--- src/rtl/round_referee.sv ---
// round_referee: decides points for a two-player reaction game, blanks the
// playfield between points, counts scores up to WIN_SCORE and drives two
// seven-segment score displays.
module round_referee #(
    parameter int HOLD_CYCLES = 4,   // cycles the playfield stays dark after a point (1..15)
    parameter int WIN_SCORE   = 7    // score that ends the match (1..7)
) (
    input  logic       clk,
    input  logic       reset,
    input  logic       L,
    input  logic       R,
    input  logic       leftEdgeOn,
    input  logic       rightEdgeOn,
    output logic       roundWin,
    output logic       newRound,
    output logic [2:0] leftScore,
    output logic [2:0] rightScore,
    output logic       gameOver,
    output logic [6:0] hexL,
    output logic [6:0] hexR
);

    // Encoding chosen so that roundWin and gameOver are plain state-register
    // bits: bit0 = playfield dark (HOLD or OVER), bit1 = match finished.
    localparam logic [1:0] ST_PLAY = 2'b00;
    localparam logic [1:0] ST_HOLD = 2'b01;
    localparam logic [1:0] ST_OVER = 2'b11;

    localparam logic [2:0] WIN_VAL   = 3'(WIN_SCORE);
    localparam logic [3:0] HOLD_LOAD = 4'(HOLD_CYCLES - 1);

    logic [1:0] r_state;
    logic [3:0] r_hold_cnt;
    logic [2:0] r_left_score;
    logic [2:0] r_right_score;
    logic       r_new_round;

    logic       w_left_point;
    logic       w_right_point;
    logic [2:0] w_left_next;
    logic [2:0] w_right_next;

    // A point needs exactly one key and that player's edge light; simultaneous
    // presses cancel. Keys are only looked at while the round is live.
    assign w_left_point  = (r_state == ST_PLAY) && L && !R && leftEdgeOn;
    assign w_right_point = (r_state == ST_PLAY) && R && !L && rightEdgeOn;
    assign w_left_next   = r_left_score + 3'd1;
    assign w_right_next  = r_right_score + 3'd1;

    // Match sequencing: score on a point, dark-hold countdown, absorbing end state.
    always_ff @(posedge clk) begin
        if (reset) begin
            r_state       <= ST_PLAY;
            r_hold_cnt    <= 4'd0;
            r_left_score  <= 3'd0;
            r_right_score <= 3'd0;
            r_new_round   <= 1'b0;
        end else begin
            r_new_round <= 1'b0;
            case (r_state)
                ST_PLAY: begin
                    if (w_left_point) begin
                        r_left_score <= w_left_next;
                        if (w_left_next == WIN_VAL) begin
                            r_state <= ST_OVER;
                        end else begin
                            r_state    <= ST_HOLD;
                            r_hold_cnt <= HOLD_LOAD;
                        end
                    end else if (w_right_point) begin
                        r_right_score <= w_right_next;
                        if (w_right_next == WIN_VAL) begin
                            r_state <= ST_OVER;
                        end else begin
                            r_state    <= ST_HOLD;
                            r_hold_cnt <= HOLD_LOAD;
                        end
                    end
                end
                ST_HOLD: begin
                    if (r_hold_cnt == 4'd0) begin
                        r_state     <= ST_PLAY;
                        r_new_round <= 1'b1;
                    end else begin
                        r_hold_cnt <= r_hold_cnt - 4'd1;
                    end
                end
                ST_OVER: begin
                    r_state <= ST_OVER;
                end
                default: begin
                    r_state <= ST_PLAY;
                end
            endcase
        end
    end

    assign roundWin   = r_state[0];
    assign gameOver   = r_state[1];
    assign newRound   = r_new_round;
    assign leftScore  = r_left_score;
    assign rightScore = r_right_score;

    // Both displays share one decoder; index 0 is left, 1 is right.
    logic [2:0] w_score [2];
    logic [6:0] w_hex   [2];

    assign w_score[0] = r_left_score;
    assign w_score[1] = r_right_score;

    genvar gi;
    generate
        for (gi = 0; gi < 2; gi = gi + 1) begin : g_disp
            // Active-low gfedcba decode; the loser's display goes blank once the match ends.
            always_comb begin
                w_hex[gi] = 7'b1111111;
                if (!(r_state[1] && (w_score[gi] != WIN_VAL))) begin
                    case (w_score[gi])
                        3'd0:    w_hex[gi] = 7'b1000000;
                        3'd1:    w_hex[gi] = 7'b1111001;
                        3'd2:    w_hex[gi] = 7'b0100100;
                        3'd3:    w_hex[gi] = 7'b0110000;
                        3'd4:    w_hex[gi] = 7'b0011001;
                        3'd5:    w_hex[gi] = 7'b0010010;
                        3'd6:    w_hex[gi] = 7'b0000010;
                        default: w_hex[gi] = 7'b1111000;
                    endcase
                end
            end
        end
    endgenerate

    assign hexL = w_hex[0];
    assign hexR = w_hex[1];

endmodule
--- config.mk ---
export PLATFORM = sky130hd
export DESIGN_NAME = round_referee
export DESIGN_NICKNAME = d
export VERILOG_FILES = /design/src/rtl/round_referee.sv
export SDC_FILE = /design/constraint.sdc
export NUM_CORES = 1
export LEC_CHECK = 0
export ABC_AREA = 1
export BUFFER_PORTS_ARGS = -buffer_cell sky130_fd_sc_hd__buf_2
export CAP_MARGIN = 40
export CORE_MARGIN = 2
export CORE_UTILIZATION = 54
export CTS_BUF_LIST = sky130_fd_sc_hd__clkbuf_2
export DETAILED_ROUTE_END_ITERATION = 10
export MAX_ROUTING_LAYER = met4
export PLACE_DENSITY = 0.87
export SLEW_MARGIN = 20
export SYNTH_ARGS = -nofsm -noshare
export SYNTH_HDL_FRONTEND = slang
export SYNTH_SLANG_ARGS = --single-unit
--- constraint.sdc ---
create_clock -name clk -period 1.86 [get_ports clk]
set_clock_uncertainty 0.05 [all_clocks]
set_input_delay 0.279 -clock clk [delete_from_list [all_inputs] [get_ports clk]]
set_output_delay 0.279 -clock clk [all_outputs]
set_load 0.005 [all_outputs]
==> results of run 1 <==
==> state kept, by name (all words and copies together) (netlist names) <==
register,flops
leftScore,3
rightScore,3
r_hold_cnt,4
r_state,2
newRound,1
==> worst max path at each step <==
stage	startpoint	end	slack [ps]	cells after the start
4_1_cts	leftScore[0]	hexL[5]	-20	6
6_report	rightScore[0]	hexR[5]	-170	8
5_1_grt	rightScore[0]	hexR[5]	-210	8
2_1_floorplan	rightScore[0]	hexR[5]	180	5
3_3_place_gp	leftScore[0]	hexL[6]	100	6
3_5_place_dp	leftScore[0]	hexL[6]	-10	6
==> per-layer routing <==
metal	vias to the layer above	part of all wire, %
met1	658	38
met3	40	6.6
li1	623	-
met5	-	0
met2	102	48
met4	0	7.1
==> cell type report <==
type	instances	area [um2]	share of cell area [%]
Sequential cell	13	278	16.8
Inverter	28	118	7.09
Timing Repair Buffer	45	290	17.5
Multi-Input combinational cell	122	918	55.4
Clock buffer	4	20.0	1.21
Tap cell	27	33.8	2.04
==> repair_timing <==
action,CTS,global route
pin swaps,12,9
gates resized for setup,45,23
hold buffers,0,0
gates cloned,0,0
setup buffers,11,5
setup endpoints to repair,14,15
==> kinds of logic (layout without fill, tap and decap cells) <==
logic type | count (synthesis) | after routing | share of synthesized area, %
AO/OA/AOI/OAI | 21 | 21 | 10.5
adder cells (fa/ha/maj) | 16 | 16 | 18.2
flip-flops | 13 | 13 | 23.7
buffers and inverters | 28 | 77 | 9.58
AND/OR/NAND/NOR | 85 | 85 | 38.0
==> critical path, cell delays in order, from the launching register on <==
cell                       delay (ps)
sky130_fd_sc_hd__dfxtp_4          390
sky130_fd_sc_hd__buf_6            140
sky130_fd_sc_hd__inv_8             50
sky130_fd_sc_hd__ha_4             170
sky130_fd_sc_hd__nor2_4           140
sky130_fd_sc_hd__nand3_2          100
sky130_fd_sc_hd__and3_4           190
sky130_fd_sc_hd__nand3b_1         120
sky130_fd_sc_hd__buf_2            120
==> cell usage in the layout (no fill, tap or decap), drive strengths merged <==
cell / instances
a21oi: 9
and3: 2
buf: 45
clkbuf: 4
dfxtp: 13
ha: 16
inv: 28
nand2: 42
nand3: 13
nand3b: 3
nand4: 2
nor2: 19
o2111ai: 2
o21ai: 9
o21bai: 1
or2: 4
==> where the power goes <==
| group | internal [mW] | total (mW) | leakage, nW | switching [mW] |
|---|---|---|---|---|
| clock network | 0.0570 | 0.153 | 0.0166 | 0.0957 |
| registers | 0.324 | 0.363 | 0.110 | 0.0395 |
| logic | 0.277 | 0.687 | 0.721 | 0.410 |
==> synth_stat cells <==
cell type,number
sky130_fd_sc_hd__a21oi_1,9
sky130_fd_sc_hd__and3_1,2
sky130_fd_sc_hd__dfxtp_1,13
sky130_fd_sc_hd__ha_1,16
sky130_fd_sc_hd__inv_1,25
sky130_fd_sc_hd__inv_2,3
sky130_fd_sc_hd__nand2_1,40
sky130_fd_sc_hd__nand2_2,1
sky130_fd_sc_hd__nand2_4,1
sky130_fd_sc_hd__nand3_1,13
sky130_fd_sc_hd__nand3b_1,3
sky130_fd_sc_hd__nand4_1,2
sky130_fd_sc_hd__nor2_1,11
sky130_fd_sc_hd__nor2_2,4
sky130_fd_sc_hd__nor2_4,4
sky130_fd_sc_hd__o2111ai_1,2
sky130_fd_sc_hd__o21ai_0,9
sky130_fd_sc_hd__o21bai_1,1
sky130_fd_sc_hd__or2_2,4
==> reports/summary.md, run 1 <==
The final reports fail on negative setup slack. Entering global routing, the biggest net connects 10 pins. For the leftover overflow at the end of global routing, the log shows 0. In this run the tightest slew margin relative to its limit is 80.9%. The tools report the total count of max-transition violations in the final report as 0.

Cells fill 85.4% of the core in the end. The maximum resistive drop on vdd was 0.628 mV; the minimum clock period was 2030 ps. TritonCTS built the clock tree. For the remaining antenna violation count, the log shows 0. The worst path setup slack after routing was -169 ps; the count of buffers inserted at the top-level ports was 28.

The path with the worst hold slack has its endpoint at r_state[1]. The run gives 12 as the number of failing setup endpoints in the final timing report. After routing the design area is 1660 um2.

The worst slack on hold paths was 174 ps. Clock tree synthesis found a total of 13 sinks. For the placement-stage worst setup slack, the log shows -10.9 ps. The startpoint identified for the worst register-to-register timing path is rightScore[0].

The routed via count was 1423. The initial standard-cell utilization of the core was 56.5%. The tools report the total count of hold-check failures in the final report as 0. Summed over all layers, the routed wires come to 4.38 mm. The setup TNS after final layout is -969 ps. The initial antenna violation count is 0.

The mapped netlist covers 1100 um2. The classification of the worst setup path is reg2out. The logs give 78 for the number of violations reported at the end of detailed-routing iteration 0 and 23.7% for the sequential share of the synthesized area. From left edge to right edge, the die measures 49.1 um. Cells with a size suffix above 1 make up 49.1% of the layout.

The number of buffers inserted during clock tree synthesis was 3; the met3 layer usage reported by global route was 3.68%. The die is 49.1 um tall. The setup check on the worst reg-to-reg path leaves a slack of -50 ps. For the detailed placer's ending HPWL, the log shows 2.02 mm.

The count of warnings emitted by yosys was 0. Synthesis instantiated 19 different standard cells from the library. The tools report the H-tree depth as 1.

The global-route layer with the greatest usage was met2. The run gives 29 as the top-level port count. Of all nets on the critical path, the largest fanout is 3. The placeable core region was 1940 um2; the portion of synthesized cell area occupied by the leading cell type was 23.7%.

The path category of the worst min-delay check was in2reg. In this run the static leakage power is 0.848 nW. The congestion estimate from routability-driven global placement came to 0.853. Counting every net in the synthesized netlist gives 185.

Averaged over all synthesized cells, the footprint is 6.73 um2. The clock passes through at most 2 buffers. The clock latency on the worst-skew pair is 280 ps. The part of the cycle the worst path needs was 109%; the fmax was 493 MHz.

The worst hold path begins at reset. Synthesis inferred 13 register bits. The detail-routed net length per standard cell works out to 18.3 um. After clock tree synthesis, the clock-pin slew on the worst setup and hold paths is 130 ps.

Setup repair after global routing could not meet its margin everywhere. After synthesis, the cell types taking the most area are sky130_fd_sc_hd__dfxtp_1, sky130_fd_sc_hd__ha_1, sky130_fd_sc_hd__nand2_1, sky130_fd_sc_hd__inv_1, sky130_fd_sc_hd__nand3_1. The run finished, with violations left. The worst hold path stage count was 2. Before antenna repair, the detailed router went through 4 iterations. The die covers 2410 um2. The number of remaining DRC errors is 0. Global routing used 54.3% of the available met2 tracks. STA classifies the critical path startpoint as a flip-flop. The total power per unit cell area came out at 726 nW/um2. The first global-routing pass estimated 5.68 mm of wire. Data on the critical path arrives at its endpoint at 1700 ps.

Synthesis handed over a netlist of 163 instances. The area growth from synthesis to layout is 51.1%. The average via count per standard cell is 5.95. In the global route stage, met1 resource usage came out at 32.0%. The run gives 96 as the number of inserted filler cells in the final layout. For the final cell count without fillers, the log shows 239. The tools report the type of destination of the critical path as an output pin.

Cell type with the largest total area after synthesis: sky130_fd_sc_hd__dfxtp_1. The endpoint identified for the worst register-to-register timing path is r_hold_cnt[2]. Clock tree root buffer cell: sky130_fd_sc_hd__clkbuf_2. The count of max-cap constraint violations is 0, and the net total in the final layout is 235.

Number of global-route vias before repair: 1311. The run gives 1.20 mW as the post-route total power. The floorplan row count was 16; the logic depth of the worst register-to-register path was 11.

The all-layer global routing usage was 31.0%; the slew at the pin closest to its max-slew limit was 286 ps. Standard cell area after detailed placement: 1290 um2. At the worst endpoint, the required time is 1530 ps. Including well taps, the total number of placed cells is 220. For the antenna diode count, the log shows 0.
Power figures use the tool's default switching activity.
==> run 2, diff against run 1 <==
Settings changed: CORE_MARGIN 2 to 8, CTS_CLUSTER_SIZE from default to 14.
==> run 2 against run 1 <==
The flow still finishes with violations (negative setup slack). Register-to-register slack better by 90 ps. Largest power group unchanged. Count of clock-buffer cells in the layout stayed put. Power is 7.8% higher. Worst setup slack worse by 6.4 ps. Via count is 2.7% higher. Routed wire length is 17% higher. Critical path type unchanged. Non-clock buffer count is 1 higher. Clock power hardly changed.
==> reports/summary.md, run 2 (same netlist as run 1, synthesis figures left out) <==
The tools report the clock tree buffer depth as 2 (unchanged). The floorplan die area is 3730 um2 (+55%). The area growth from synthesis to layout is 58.3%.

The number of remaining DRC errors is 0 (unchanged). The all-layer global routing usage is 26.2% (-4.8 points), and the antenna diode count is 0 (unchanged). Post-route total power: 1.30 mW (+7.8%).

Worst slack on hold paths: 150 ps (-23.2 ps). The count of buffers inserted at the top-level ports is 28 (unchanged), and the data required time of the critical path is 1530 ps (about the same). More flip-flops sit in one register than any other, and that register is r_hold_cnt. The H-tree depth was 1 (unchanged).

The clock edge transition at the registers on the reported setup and hold paths is 120 ps (about the same), and the worst slew margin relative to its limit is 78.1% (-2.8 points). The top fanout value on the critical path was 3 (unchanged). Setup repair after global routing could not meet its margin everywhere.

Routability congestion estimate from global placement: 0.902 (+5.7%). The logs give 0 (unchanged) for the count of max-cap constraint violations and 1940 um2 (unchanged) for the placeable core region. The data arrival time of the critical path was 1710 ps (about the same). The net total in the final layout came out at 236 (+0.43%). The final cell count without fillers is 240 (+0.42%), and the leakage power total is 0.858 nW (+1.3%). The horizontal die dimension was 61.1 um (+24%); the placement-stage worst setup slack was 25.1 ps (+36.0 ps). Flip-flop count of the largest register, all copies and words added: 4 (unchanged).

The average via count per standard cell was 6.09 (+2.2%). The number of placed instances, taps included is 220 (unchanged), and the detail-routed net length per standard cell is 21.4 um (+17%). The maximum resistive drop on vdd is 0.656 mV (+4.4%).

The tools report the routed metal-1 wire length as 1.89 mm (+14%). For the floorplan row count, the log shows 16 (unchanged). The detailed placer's ending HPWL is 2.21 mm (+9.5%), and the leftover overflow at the end of global routing is 0 (unchanged). The part of the cycle the worst path needs came out at 109% (+0.34 points). Highest metal layer with signal wires: met4.

The run gives 0 (unchanged) as the number of hold-repair buffers added at the cts stage. The number of violations reported at the end of detailed-routing iteration 0 was 137 (+76%). The maximum number of pins on one net before global-route repair was 10 (unchanged); the met2 routed wirelength was 2.53 mm (+20%). For the clock latency on the worst-skew pair, the log shows 290 ps (about the same). Clock tree synthesis selected as its root buffer the cell sky130_fd_sc_hd__clkbuf_2.

The path category of the worst min-delay check is in2reg. For the global-route wire length before repair, the log shows 7.07 mm (+25%). For the total count of hold-check failures in the final report, the log shows 0 (unchanged). The run finished, with violations left. The classification of the worst setup path was reg2out.

The total wire length after detailed routing is 5.13 mm (+17%), and the number of failing setup endpoints in the final timing report is 13 (+1). Initial antenna violation count: 0 (unchanged). The run gives 0 (unchanged) as the remaining antenna violation count.

The count of clock tree sinks was 13 (unchanged). The number of buffers inserted during clock tree synthesis was 3 (unchanged); the fraction of final layout cells with drive strength greater than 1 was 52.6% (+3.5 points). The total power per unit cell area came out at 747 nW/um2 (+2.9%). STA classifies the critical path endpoint as an output pin.

The height of the die was 61.1 um (+24%). The logs give 0 (unchanged) for the total count of max-transition violations in the final report and 56.5% (unchanged) for the initial standard-cell utilization of the core. The top-level port count is 29 (unchanged), and the slew at the pin closest to its max-slew limit is 328 ps (+41.9 ps). The tools report the number of global-route vias before repair as 1463 (+12%). The worst setup path is launched from a flip-flop. The checks that failed: negative setup slack.

The tools report the fmax as 491 MHz (-0.31%). The routed via count was 1461 (+2.7%). Minimum clock period: 2040 ps (+6.41 ps). The most frequent standard cell in the layout excluding fill and tap cells is sky130_fd_sc_hd__nand2_1. The run gives 40 ps (+90 ps) as the register-to-register setup slack.

The logs give -176 ps (-6.41 ps) for the worst path setup slack after routing and 435 um (+50%) for the met3 layer wire length in the routed design. In the layout the commonest cells are sky130_fd_sc_hd__nand2_1, sky130_fd_sc_hd__buf_2, sky130_fd_sc_hd__inv_1. TritonCTS built the clock tree. For the iteration count of the initial detailed-routing pass, the log shows 4 (unchanged).
run 2: cell count changes in the layout (fill, tap and decap cells not counted), moves of 2 or more:
cell,change
sky130_fd_sc_hd__ha_4,+2
sky130_fd_sc_hd__nor2_1,-2
sky130_fd_sc_hd__ha_1,-3
sky130_fd_sc_hd__nor2_2,+2
sky130_fd_sc_hd__buf_2,-2
sky130_fd_sc_hd__buf_6,+3
run 2: path summary, 6_finish.rpt:
path / startpoint / cells after the start / endpoint
setup / recovery: leftScore[0] / 8 / hexL[6]
hold / removal: reset / 2 / r_state[1]
setup reg to reg: leftScore[2] / 9 / r_hold_cnt[1]
hold reg to reg: r_hold_cnt[1] / 2 / r_hold_cnt[1]
run 2: per-layer routing:
| layer | vias to the layer above | track usage, % |
|---|---|---|
| li1 | 623 | - |
| met1 | 705 | 24.6 |
| met2 | 99 | 46.1 |
| met3 | 34 | 6.68 |
| met4 | 0 | 17.3 |
| met5 | - | - |
run 2: stage by stage:
step | setup TNS, ps | util [%] | area, um2
2_1_floorplan | 0 | - | 1100
3_3_place_gp | 0 | 66.2 | 1290
3_5_place_dp | 0 | 66.2 | 1290
4_1_cts | -142 | 81.6 | 1580
5_1_grt | -2120 | 89.4 | 1740
6_report | -1240 | 89.4 | 1740
run 2: worst max-delay path: stages, from the launching register on:
cell                      delay [ps]
sky130_fd_sc_hd__dfxtp_4         380
sky130_fd_sc_hd__buf_6           130
sky130_fd_sc_hd__buf_6           110
sky130_fd_sc_hd__ha_4            160
sky130_fd_sc_hd__nor2_4           90
sky130_fd_sc_hd__nand3_2         110
sky130_fd_sc_hd__and3_4          230
sky130_fd_sc_hd__o21ai_2          70
sky130_fd_sc_hd__buf_2           130
run 2: area by class of cell:
type	instances	area (um2)
inverters	28	120
multi-input cells	122	971
fillers	84	205
flip-flops and latches	13	278
well taps	27	33.8
repair buffers	46	314
clock buffers	4	20.0
run 2: power breakdown:
group | switching, mW | leakage (nW) | total, mW | internal (mW)
Clock | 0.0959 | 0.0166 | 0.153 | 0.0570
Combinational | 0.474 | 0.732 | 0.780 | 0.306
Sequential | 0.0408 | 0.110 | 0.365 | 0.324
run 2: repair_timing:
item / 4_1_cts / 5_1_grt
setup buffers: 12 / 4
gates resized for setup: 50 / 33
pin swaps: 9 / 9
endpoints found under the setup margin: 14 / 20
